==> src/rtl/runled_if.sv <==
// runled_if: LED bus carried from the running-light driver to its monitor.
// Ports: led_in (driven by master, sampled by slave).
interface runled_if #(
    parameter int WIDTH = 12
);
    logic [WIDTH-1:0] led_in;

    modport master (output led_in);
    modport slave  (input  led_in);
endinterface

==> src/rtl/runled_monitor.sv <==
// runled_monitor: checks a one-hot left-rotating LED bus for shape, order and step period.
// Ports: clk, rst_n, bus.led_in, clr in; locked, step_pulse, step_cnt, err_onehot/order/period out.
module runled_monitor #(
    parameter int WIDTH   = 12,
    parameter int TIME_1S = 50000000,
    parameter int TOL     = 2,
    parameter int CNT_W   = 27
) (
    input  logic        clk,
    input  logic        rst_n,
    runled_if.slave     bus,
    input  logic        clr,
    output logic        locked,
    output logic        step_pulse,
    output logic [15:0] step_cnt,
    output logic        err_onehot,
    output logic        err_order,
    output logic        err_period
);

    typedef enum logic [1:0] {IDLE, ACQ, TRACK, FAULT} state_e;

    // cnt holds interval-1 at a change, so the window is centred on TIME_1S-1
    localparam logic [CNT_W-1:0] WIN_LO = CNT_W'(TIME_1S - 1 - TOL);
    localparam logic [CNT_W-1:0] WIN_HI = CNT_W'(TIME_1S - 1 + TOL);
    localparam logic [CNT_W-1:0] T_OUT  = CNT_W'(TIME_1S + TOL);

    state_e           state_q, state_d;
    logic [WIDTH-1:0] led_q, led_d;
    logic [CNT_W-1:0] cnt_q, cnt_d;
    logic [15:0]      step_cnt_q, step_cnt_d;
    logic             pulse_q, pulse_d;
    logic             locked_q, locked_d;
    logic             e_oh_q, e_oh_d;
    logic             e_ord_q, e_ord_d;
    logic             e_per_q, e_per_d;

    logic [WIDTH-1:0] led, nxt;
    logic             chg, one_hot, in_win;
    logic             f_oh, f_ord, f_per, fail;

    assign led     = bus.led_in;
    assign chg     = (led != led_q);
    assign nxt     = {led_q[WIDTH-2:0], led_q[WIDTH-1]};
    assign one_hot = (led != '0) && ((led & (led - WIDTH'(1))) == '0);
    assign in_win  = (cnt_q >= WIN_LO) && (cnt_q <= WIN_HI);

    assign f_oh  = !one_hot;
    assign f_ord = chg && (led != nxt);
    // a change is judged on its interval; no change is judged on timeout
    assign f_per = chg ? !in_win : (cnt_q == T_OUT);
    assign fail  = f_oh || f_ord || f_per;

    always_comb begin
        led_d      = led;
        state_d    = state_q;
        step_cnt_d = step_cnt_q;
        pulse_d    = 1'b0;
        e_oh_d     = e_oh_q;
        e_ord_d    = e_ord_q;
        e_per_d    = e_per_q;

        if (chg)
            cnt_d = '0;
        else if (cnt_q == '1)
            cnt_d = cnt_q;
        else
            cnt_d = cnt_q + CNT_W'(1);

        unique case (state_q)
            IDLE: begin
                if (chg && one_hot)
                    state_d = ACQ;
            end
            ACQ, TRACK: begin
                if (fail) begin
                    state_d = FAULT;
                    e_oh_d  = e_oh_q  | f_oh;
                    e_ord_d = e_ord_q | f_ord;
                    e_per_d = e_per_q | f_per;
                end else if (chg) begin
                    if (state_q == ACQ) begin
                        state_d = TRACK;
                    end else begin
                        pulse_d    = 1'b1;
                        step_cnt_d = step_cnt_q + 16'd1;
                    end
                end
            end
            FAULT: begin
                state_d = FAULT;
            end
            default: state_d = IDLE;
        endcase

        if (clr) begin
            state_d    = IDLE;
            step_cnt_d = '0;
            pulse_d    = 1'b0;
            e_oh_d     = 1'b0;
            e_ord_d    = 1'b0;
            e_per_d    = 1'b0;
        end

        locked_d = (state_d == TRACK);
    end

    always_ff @(posedge clk or negedge rst_n) begin
        if (!rst_n) begin
            state_q    <= IDLE;
            led_q      <= '0;
            cnt_q      <= '0;
            step_cnt_q <= '0;
            pulse_q    <= 1'b0;
            locked_q   <= 1'b0;
            e_oh_q     <= 1'b0;
            e_ord_q    <= 1'b0;
            e_per_q    <= 1'b0;
        end else begin
            state_q    <= state_d;
            led_q      <= led_d;
            cnt_q      <= cnt_d;
            step_cnt_q <= step_cnt_d;
            pulse_q    <= pulse_d;
            locked_q   <= locked_d;
            e_oh_q     <= e_oh_d;
            e_ord_q    <= e_ord_d;
            e_per_q    <= e_per_d;
        end
    end

    assign locked     = locked_q;
    assign step_pulse = pulse_q;
    assign step_cnt   = step_cnt_q;
    assign err_onehot = e_oh_q;
    assign err_order  = e_ord_q;
    assign err_period = e_per_q;

endmodule

==> src/flat_wrapper.sv <==
// flat-port wrapper written by rule: the top's interface ports become plain ports
module runled_monitor_flat 
#(
    parameter int WIDTH   = 12,
    parameter int TIME_1S = 50000000,
    parameter int TOL     = 2,
    parameter int CNT_W   = 27
)
  (clk, rst_n, clr, locked, step_pulse, step_cnt, err_onehot, err_order, err_period, bus_led_in);
  runled_if #(.WIDTH(WIDTH)) bus_i ();
  input  logic clk;
  input  logic rst_n;
  input  logic clr;
  output logic locked;
  output logic step_pulse;
  output logic [15:0] step_cnt;
  output logic err_onehot;
  output logic err_order;
  output logic err_period;
  input wire logic [$bits(bus_i.led_in)-1:0] bus_led_in;
  assign bus_i.led_in = bus_led_in;
  runled_monitor #(.WIDTH(WIDTH), .TIME_1S(TIME_1S), .TOL(TOL), .CNT_W(CNT_W)) u_core (.clk(clk), .rst_n(rst_n), .bus(bus_i), .clr(clr), .locked(locked), .step_pulse(step_pulse), .step_cnt(step_cnt), .err_onehot(err_onehot), .err_order(err_order), .err_period(err_period));
endmodule
==> config.mk <==
export PLATFORM = sky130hd
export DESIGN_NAME = runled_monitor_flat
export DESIGN_NICKNAME = d
export VERILOG_FILES = /design/src/rtl/runled_if.sv /design/src/rtl/runled_monitor.sv /design/src/flat_wrapper.sv
export SDC_FILE = /design/constraint.sdc
export NUM_CORES = 1
export LEC_CHECK = 0
export BUFFER_PORTS_ARGS = -buffer_cell sky130_fd_sc_hd__buf_4
export CAP_MARGIN = 20
export CORE_AREA = 3 3 114 116
export CTS_CLUSTER_SIZE = 12
export DETAILED_ROUTE_END_ITERATION = 7
export DIE_AREA = 0 0 117 119
export GPL_TIMING_DRIVEN = 1
export SLEW_MARGIN = 25
export SYNTH_ARGS = -nofsm -noshare
export SYNTH_HDL_FRONTEND = slang
export SYNTH_SLANG_ARGS = --single-unit
==> constraint.sdc <==
create_clock -name clk -period 6.3 [get_ports clk]
set_input_delay 0 -clock clk [delete_from_list [all_inputs] [get_ports clk]]
set_output_delay 0 -clock clk [all_outputs]
set_load 0.005 [all_outputs]
==> results.json, run 1 <==
{
  "grt_pass1_vias": 3045,
  "gp_congestion": 0.7922,
  "cts_resized": 0,
  "cp_slowest_cell": "or4b_1",
  "hpwl_mm": 5.524,
  "grt_max_degree": 63,
  "cts_num_sinks": 62,
  "die_w_um": 117,
  "rsz0062_at_grt": "false",
  "path_cells": "dlygate4sd3_1, buf_4, nor4_2, o21ai_0, a22oi_1, o21ai_2, or4b_1, nor4_2, mux2_1",
  "hold_violations": 0,
  "ys_seq_elements": 62,
  "ant_nets": 0,
  "place_area_mm2": 0.003990,
  "port_buffers": 35,
  "post-route-util": 0.3699,
  "die_h_um": 119,
  "htreeDepth": 3,
  "p_per_area_mw_per_mm2": 239.2,
  "synth_flop_cell": "dfrtp_1",
  "min_path_type": "primary input to register",
  "clock_skew_ps": 6.891,
  "drc": 0,
  "critPathMaxFanout": 28,
  "grt_usage": 0.1283,
  "fin_nets": 456,
  "clk_latency_ps": 330,
  "synth_edf_count": 0,
  "wl_per_cell_um": 14.17,
  "syn_inst": 388,
  "setup.worst_path.end_class": "register",
  "max_freq_ghz": 0.3259,
  "drt_iter0_markers": 197,
  "worst_pin_slew_ps": 917.3,
  "drive_gt1_frac": 0.1487,
  "ys.warnings.count": 0,
  "fin_tns_setup_ps": 0,
  "synthToLayoutAreaGrowth_pct": 22.91,
  "syn-cell-area_mm2": 0.003615,
  "antenna_found_initial": 0,
  "crit_path_max_incr_delay_ps": 950,
  "cp.required_ps": 6500,
  "synth_fp_nets": 412,
  "wirelength_mm": 8.278,
  "maxSlewViolCount": 0,
  "cp.arrival_ps": 3270,
  "p_leak_uw": 0.001820,
  "yosys.cell_types.count": 49,
  "outcome": "finished, final reports clean",
  "cp_top_family": "simple AND/OR/NAND/NOR gates",
  "coreArea_mm2": 0.01201,
  "seq_area_frac_synth": 0.4292,
  "slew-limit-headroom": 0.3884,
  "cap_violations": 0,
  "timing.final.crit_share": 0.4871,
  "avgSynthCellArea_um2": 9.316,
  "die_area_mm2": 0.01392,
  "viasPerCell": 5.082,
  "dr.pass1.iters": 4,
  "clk_pin_slew_ps": 60,
  "cpMostUsedCell": "nor4_2",
  "setup_viol": 0,
  "io_pins": 36,
  "vias": 2968,
  "path_buf_inv": 2,
  "numCtsBuffers": 9,
  "async_flop_share": 1.000,
  "ir_worst_vdd_mv": 0.1433,
  "cts_root_buffer": "clkbuf_16",
  "grt_overflow": 0,
  "rows": 40,
  "layout_common_cells": "dfrtp_1, nor2_1, buf_4",
  "diodes": 0,
  "crit_type": "primary input to register",
  "final_area_mm2": 0.004443,
  "final_common_cell": "dfrtp_1",
  "cp-start-kind": "primary input",
  "fin_crit_ps": 3069,
  "grt_pass1_wl_mm": 14.51,
  "clk_path_buf_depth": 2,
  "cts_tree": "done",
  "start_util": 0.3009
}
[layer usage]
metal,track usage,part of all wire,vias up
met5,0,0,-
met4,0.05376,0.019,0
met3,0.03150,0.034,16
met2,0.2045,0.48,54
met1,0.1641,0.47,1419
li1,-,-,1479
[timing repair]
action,in CTS,in global routing
setup buffers,0,0
hold buffers,13,0
endpoints found under the hold margin,74,0
[kinds of logic (layout without fill, tap and decap cells)]
family / Yosys count / in the layout / synth area share
buffers and inverters: 26 / 75 / 0.03219
muxes: 7 / 7 / 0.02146
xor gates and xnor gates: 45 / 45 / 0.1090
AOI/OAI and AO/OA: 61 / 61 / 0.1066
DFF: 62 / 62 / 0.4292
and+or+nand+nor: 178 / 178 / 0.2703
adders and majority gates: 9 / 9 / 0.03115
[synth_stat cells, types with 10 or more instances]
| cell | n | share of area |
|---|---|---|
| nand2_1 | 25 | 0.026 |
| dfrtp_1 | 62 | 0.43 |
| o21ai_0 | 12 | 0.017 |
| or4_1 | 10 | 0.021 |
| xor2_1 | 27 | 0.065 |
| o31ai_1 | 10 | 0.021 |
| nand4_1 | 16 | 0.028 |
| nand3_1 | 16 | 0.022 |
| a21oi_1 | 20 | 0.028 |
| inv_1 | 10 | 0.010 |
| nor3_1 | 15 | 0.021 |
| xnor2_1 | 18 | 0.044 |
| nor2_1 | 49 | 0.051 |
[worst reg2reg max path: cells and delay by family (launching register included)]
family / cells / cell delay, ps
mux: 1 / 360
compound gates: 1 / 160
simple gates: 4 / 1770
flops: 1 / 400
xor+xnor: 1 / 170
[flip-flops by register name, summed over array words and instances, names as in the netlist]
name               flops
u_core.step_pulse      1
u_core.locked          1
u_core.err_period      1
u_core.cnt_q          27
u_core.led_q          12
u_core.err_order       1
u_core.step_cnt       16
u_core.err_onehot      1
u_core.state_q         2
[path summary, 6_finish.rpt]
| kind | startpoint | cells after the start | slack [ps] | endpoint |
|---|---|---|---|---|
| setup / recovery | bus_led_in[2] | 9 | 3230 | u_core.step_cnt[15] |
| hold / removal | clr | 2 | 40 | u_core.err_order |
| setup reg to reg | u_core.led_q[6] | 7 | 3320 | u_core.step_cnt[15] |
| hold reg to reg | u_core.err_onehot | 2 | 510 | u_core.err_onehot |
| max in group asynchronous | rst_n | 2 | 5440 | u_core.cnt_q[1] |
| min in group asynchronous | rst_n | 2 | 290 | u_core.cnt_q[6] |
[where the power goes]
part	switching, µW	total, µW	internal (µW)
clock	176	503	327
combinational	68.6	129	59.9
sequential	14.7	431	416
[cell type report]
type,instances,area [µm²]
Clock buffer,11,252.7
Inverter,10,37.54
Clock inverter,5,57.56
Tap cell,147,183.9
Timing Repair Buffer,49,400.4
Fill cell,1232,7569
Multi-Input combinational cell,300,1959
Sequential cell,62,1551
[through the flow]
stage	total power [µW]	hold WS (ps)	instances	setup WS, ps
6_report	1063	43.51	584	3231
5_1_grt	1125	48.30	584	3030
4_1_cts	1084	29.09	584	3240
3_5_place_dp	562.2	154.0	555	3328
3_3_place_gp	561.1	146.0	555	3354
2_1_floorplan	507.4	-295.6	388	3764
(Power assumes the default switching activity.)
==> run 2, diff against run 1 <==
clock period = 2.85 ns   (was 6.3 ns; I/O delays follow)
==> results.json, run 2 (same netlist as run 1, synthesis figures left out) <==
{
  "postCtsSetupBuffers": 0,
  "crit_path_max_incr_delay_ps": 600,
  "ant_nets": 0,
  "cp.arrival_ps": 2900,
  "viasPerCell": 5.027,
  "worst_pin_slew_ps": 798.4,
  "fin_nets": 461,
  "gp_congestion": 0.7580,
  "largest_register_ffs": 27,
  "start_util": 0.3009,
  "grt_pass1_vias": 2795,
  "drt_iter0_markers": 150,
  "cts_num_sinks": 62,
  "max_freq_ghz": 0.3719,
  "antenna_found_initial": 0,
  "p_per_area_mw_per_mm2": 519.3,
  "cp_slowest_cell": "or4_1",
  "maxSlewViolCount": 0,
  "wl_per_cell_um": 13.71,
  "wirelength_mm": 8.075,
  "clk_path_buf_depth": 2,
  "cp.required_ps": 3060,
  "grt_usage": 0.1205,
  "min_path_type": "primary input to register",
  "total_power_uw": 2329,
  "critPathMaxFanout": 5,
  "setup.worst_path.end_class": "register",
  "hpwl_mm": 5.542,
  "port_buffers": 35,
  "die_h_um": 119,
  "fin_crit_ps": 2689,
  "placed_cells": 560,
  "layout_common_cells": "dfrtp_1, nor2_1, buf_4",
  "clock_skew_ps": 9.937,
  "drc": 0,
  "clk_latency_ps": 330,
  "grt_pass1_wl_mm": 13.53,
  "ir_worst_vdd_mv": 0.2434,
  "cp-start-kind": "register",
  "cts_root_buffer": "clkbuf_16",
  "final_common_cell": "dfrtp_1",
  "grt_max_degree": 63,
  "crit_type": "register to register",
  "htreeDepth": 3,
  "p_leak_uw": 0.001850,
  "hold_violations": 0,
  "cap_violations": 0,
  "dr.pass1.iters": 4,
  "rows": 40,
  "instances_no_fill": 589,
  "numCtsBuffers": 9,
  "slew-limit-headroom": 0.4678,
  "coreArea_mm2": 0.01201,
  "path_cells": "or4_1, or3_1, nor4_2, a22oi_1, a21o_1, nor4_2, mux2_1",
  "cts_tree": "done",
  "cpMostUsedCell": "nor4_2",
  "timing.final.crit_share": 0.9435,
  "top_register": "u_core.cnt_q",
  "vias": 2961,
  "outcome": "finished, final reports clean",
  "die_area_mm2": 0.01392,
  "setup_viol": 0,
  "diodes": 0,
  "synthToLayoutAreaGrowth_pct": 24.06,
  "io_pins": 36,
  "clk_pin_slew_ps": 60,
  "drive_gt1_frac": 0.1629,
  "grt_overflow": 0,
  "die_w_um": 117
}
-- run 2: changes by cell type in the layout (fill, tap and decap cells not counted), sizes merged --
cell	before	now
inv	10	11
clkinvlp	3	1
clkinv	1	4
buf	36	41
clkbuf	11	9
-- run 2: power breakdown --
| group | switching (µW) | internal, µW | total, µW |
|---|---|---|---|
| Clock | 409 | 679 | 1090 |
| Sequential | 32.5 | 920 | 953 |
| Combinational | 155 | 133 | 288 |
-- run 2: worst max-delay path, delay by kind of cell, from the launching register on --
family,cells,cell delay (ps)
simple gates,4,1440
flops,1,420
mux,1,340
compound gates,2,360
-- run 2: area by class of cell --
type / instances / area (µm²)
fillers: 1213 / 7527
repair buffers: 54 / 441.7
flip-flops and latches: 62 / 1551
multi-input cells: 300 / 1971
clock buffers: 9 / 225.2
clock inverters: 7 / 73.82
inverters: 10 / 37.54
well taps: 147 / 183.9
-- run 2: repair_timing --
item                                   in CTS  in global routing
endpoints found under the hold margin      74                  0
setup endpoints to repair                   0                 14
hold buffers                               13                  0
resized for setup                           0                  5
-- run 2: final timing paths --
path / start / end / slack [ps] / cells past startpoint
max: u_core.cnt_q[11] / u_core.step_cnt[15] / 160 / 7
min: clr / u_core.step_cnt[9] / 30 / 2
max reg2reg: u_core.cnt_q[11] / u_core.step_cnt[15] / 160 / 7
min reg2reg: u_core.err_onehot / u_core.err_onehot / 520 / 2
max in group asynchronous: rst_n / u_core.cnt_q[4] / 2020 / 2
min in group asynchronous: rst_n / u_core.cnt_q[6] / 280 / 2
-- run 2: stage by stage --
step | setup slack, ps | hold WS (ps) | setup TNS (ps) | utilization | cell area, µm²
after floorplan | 313.8 | -295.6 | 0 | - | 3615
after global placement | 156.8 | 150.2 | 0 | 0.3353 | 4028
after detailed placement | 137.1 | 149.7 | 0 | 0.3353 | 4028
after CTS | 114.2 | 27.24 | 0 | 0.3710 | 4457
after global routing | -24.39 | 36.80 | -37.00 | 0.3733 | 4484
final | 161.1 | 31.92 | 0 | 0.3733 | 4484
-- run 2: routing by layer --
metal  share of wire  GRT usage  wire (µm)  vias up
li1                -          -          -     1487
met1            0.47     0.1577       3805     1423
met2            0.48     0.1935       3880       41
met3           0.035    0.03354        286       10
met4           0.013    0.03441        102        0
met5               0          0          0        -
==> run 3, diff against run 2 <==
ABC_AREA = 1   (was not set)
CORE_AREA = 3 3 119 121   (was 3 3 114 116)
DIE_AREA = 0 0 122 124   (was 0 0 117 119)
==> results.json, run 3 <==
{
  "viasPerCell": 4.662,
  "syn-cell-area_mm2": 0.003915,
  "htreeDepth": 3,
  "synthTopCellsByArea": "dfrtp_1, nand2_1, nor2_1",
  "cts_root_buffer": "clkbuf_16",
  "die_w_um": 122,
  "gp_congestion": 0.8508,
  "crit_type": "primary input to register",
  "clk_path_buf_depth": 2,
  "synth_common_cells": "nand2_1, nor2_1, dfrtp_1, inv_1, nand3_1",
  "cts_tree": "done",
  "max_freq_ghz": 0.4414,
  "fin_crit_ps": 2265,
  "clk_latency_ps": 330,
  "cp.required_ps": 3120,
  "cp.arrival_ps": 2540,
  "async_flop_share": 1.000,
  "grt_pass1_vias": 3536,
  "top_register": "u_core.cnt_q",
  "dr.pass1.iters": 5,
  "synth_flop_cell": "dfrtp_1",
  "largest_register_ffs": 27,
  "start_util": 0.2968,
  "grt_max_degree": 63,
  "die_h_um": 124,
  "io_pins": 36,
  "maxSlewViolCount": 0,
  "fin_nets": 607,
  "port_buffers": 35,
  "layout_common_cells": "nand2_1, nor2_1, dfrtp_1",
  "hpwl_mm": 6.839,
  "ys.warnings.count": 0,
  "hold_violations": 0,
  "drive_gt1_frac": 0.1224,
  "setup.worst_path.end_class": "register",
  "cap_violations": 0,
  "fillers": 1379,
  "min_path_type": "primary input to async pin",
  "fin_tns_setup_ps": 0,
  "synthMostInstantiatedCell": "nand2_1",
  "synth_top_area_share": 0.3963,
  "synthToLayoutAreaGrowth_pct": 22.02,
  "grt_overflow": 0,
  "setup_viol": 0,
  "drt_iter0_markers": 145,
  "p_per_area_mw_per_mm2": 488.4,
  "ant_nets": 0,
  "grt_pass1_wl_mm": 16.37,
  "clock_skew_ps": 7.992,
  "p_leak_uw": 0.001995,
  "syn_inst": 530,
  "drc": 0,
  "vias": 3562,
  "cts_num_sinks": 62,
  "timing.final.crit_share": 0.7949,
  "grt_usage": 0.1349,
  "diodes": 0,
  "rows": 42,
  "cp-start-kind": "primary input",
  "die_area_mm2": 0.01513,
  "reg2regPathDepth": 11,
  "yosys.area.top_type": "dfrtp_1",
  "wl_per_cell_um": 12.36,
  "yosys.cell_types.count": 38,
  "ir_worst_vdd_mv": 0.3608,
  "rsz0062_at_grt": "false",
  "worst_pin_slew_ps": 802.1,
  "outcome": "finished, final reports clean",
  "rrSetupSlack_ps": 610,
  "seq_area_frac_synth": 0.3963,
  "slew-limit-headroom": 0.4653,
  "postCtsSetupBuffers": 0,
  "critPathMaxFanout": 22,
  "coreArea_mm2": 0.01319,
  "post-route-util": 0.3622,
  "clk_pin_slew_ps": 60,
  "antenna_found_initial": 0,
  "numCtsBuffers": 9,
  "final_common_cell": "nand2_1",
  "avgSynthCellArea_um2": 7.387,
  "wirelength_mm": 9.441,
  "synth_fp_nets": 554,
  "synth_edf_count": 0,
  "ys_seq_elements": 62
}
## run 3: changes by cell type in the layout (fill, tap and decap cells not counted), sizes merged, moves of 7 or more
cell / delta
xor2: -16
nor3: +7
nor2: +39
nand3: +29
inv: +48
o31ai: -9
or3: -7
nand4: -7
o21ai: +13
and3: -7
nand2: +97
or4: -10
## run 3: logic make-up after synthesis
| kind of cell | count (synthesis) | share of synthesized area |
|---|---|---|
| AO/OA/AOI/OAI | 59 | 0.08342 |
| XOR/XNOR | 35 | 0.07830 |
| adder cells (fa/ha/maj) | 9 | 0.02876 |
| buffers and inverters | 67 | 0.07094 |
| flip-flops | 62 | 0.3963 |
| AND/OR/NAND/NOR | 298 | 0.3423 |
## run 3: worst paths after layout
| kind | start | endpoint |
|---|---|---|
| setup / recovery | bus_led_in[8] | u_core.step_cnt[13] |
| hold / removal | rst_n | u_core.cnt_q[4] |
| setup reg to reg | u_core.led_q[6] | u_core.step_cnt[13] |
| hold reg to reg | u_core.err_period | u_core.err_period |
| max in group asynchronous | rst_n | u_core.led_q[3] |
| min in group clk | bus_led_in[8] | u_core.led_q[8] |
## run 3: cell type report
cell class / instances / area (µm²) / area share
clock buffer: 12 / 256.5 / 0.05369
tap: 176 / 220.2 / 0.04610
multi-input combinational: 401 / 2086 / 0.4366
sequential: 62 / 1551 / 0.3248
timing repair buffer: 50 / 410.4 / 0.08591
inverter: 59 / 221.5 / 0.04636
clock inverter: 4 / 31.28 / 0.006548
## run 3: where the power goes
part	switching, µW	internal, µW
sequential	29.3	922
combinational	187	149
clock	407	639
total	623	1710
## run 3: through the flow
step	hold slack (ps)	worst slack (ps)	area [µm²]	std cells	power, µW
finish	291.0	584.6	4777	764	2333
CTS	333.3	562.3	4777	764	2375
global placement	135.6	594.0	4349	734	1280
global route	361.2	261.1	4777	764	2459
floorplan	-295.6	995.5	3915	530	1169
detailed placement	140.0	601.0	4349	734	1290
## run 3: critical path: stages
cell and delay (ps):
dlygate4sd3_1 540, buf_4 150, inv_1 120, or2_2 130, nand3_1 70, nor2_1 180, nand3_4 260, nand2_1 190
inv_1 80, nor2_4 150, nand4_4 220, nand2_4 270, nand3_1 100, nand2_1 80
## run 3: metal layers
| layer | track usage | share of wire |
|---|---|---|
| met5 | 0 | 0 |
| met4 | 0.05882 | 0.019 |
| met3 | 0.03406 | 0.042 |
| met2 | 0.2169 | 0.47 |
| met1 | 0.1724 | 0.47 |
## run 3: timing repair
item,4_1_cts,5_1_grt
hold buffers,14,0
hold endpoints to repair,76,0
gates resized for setup,0,0
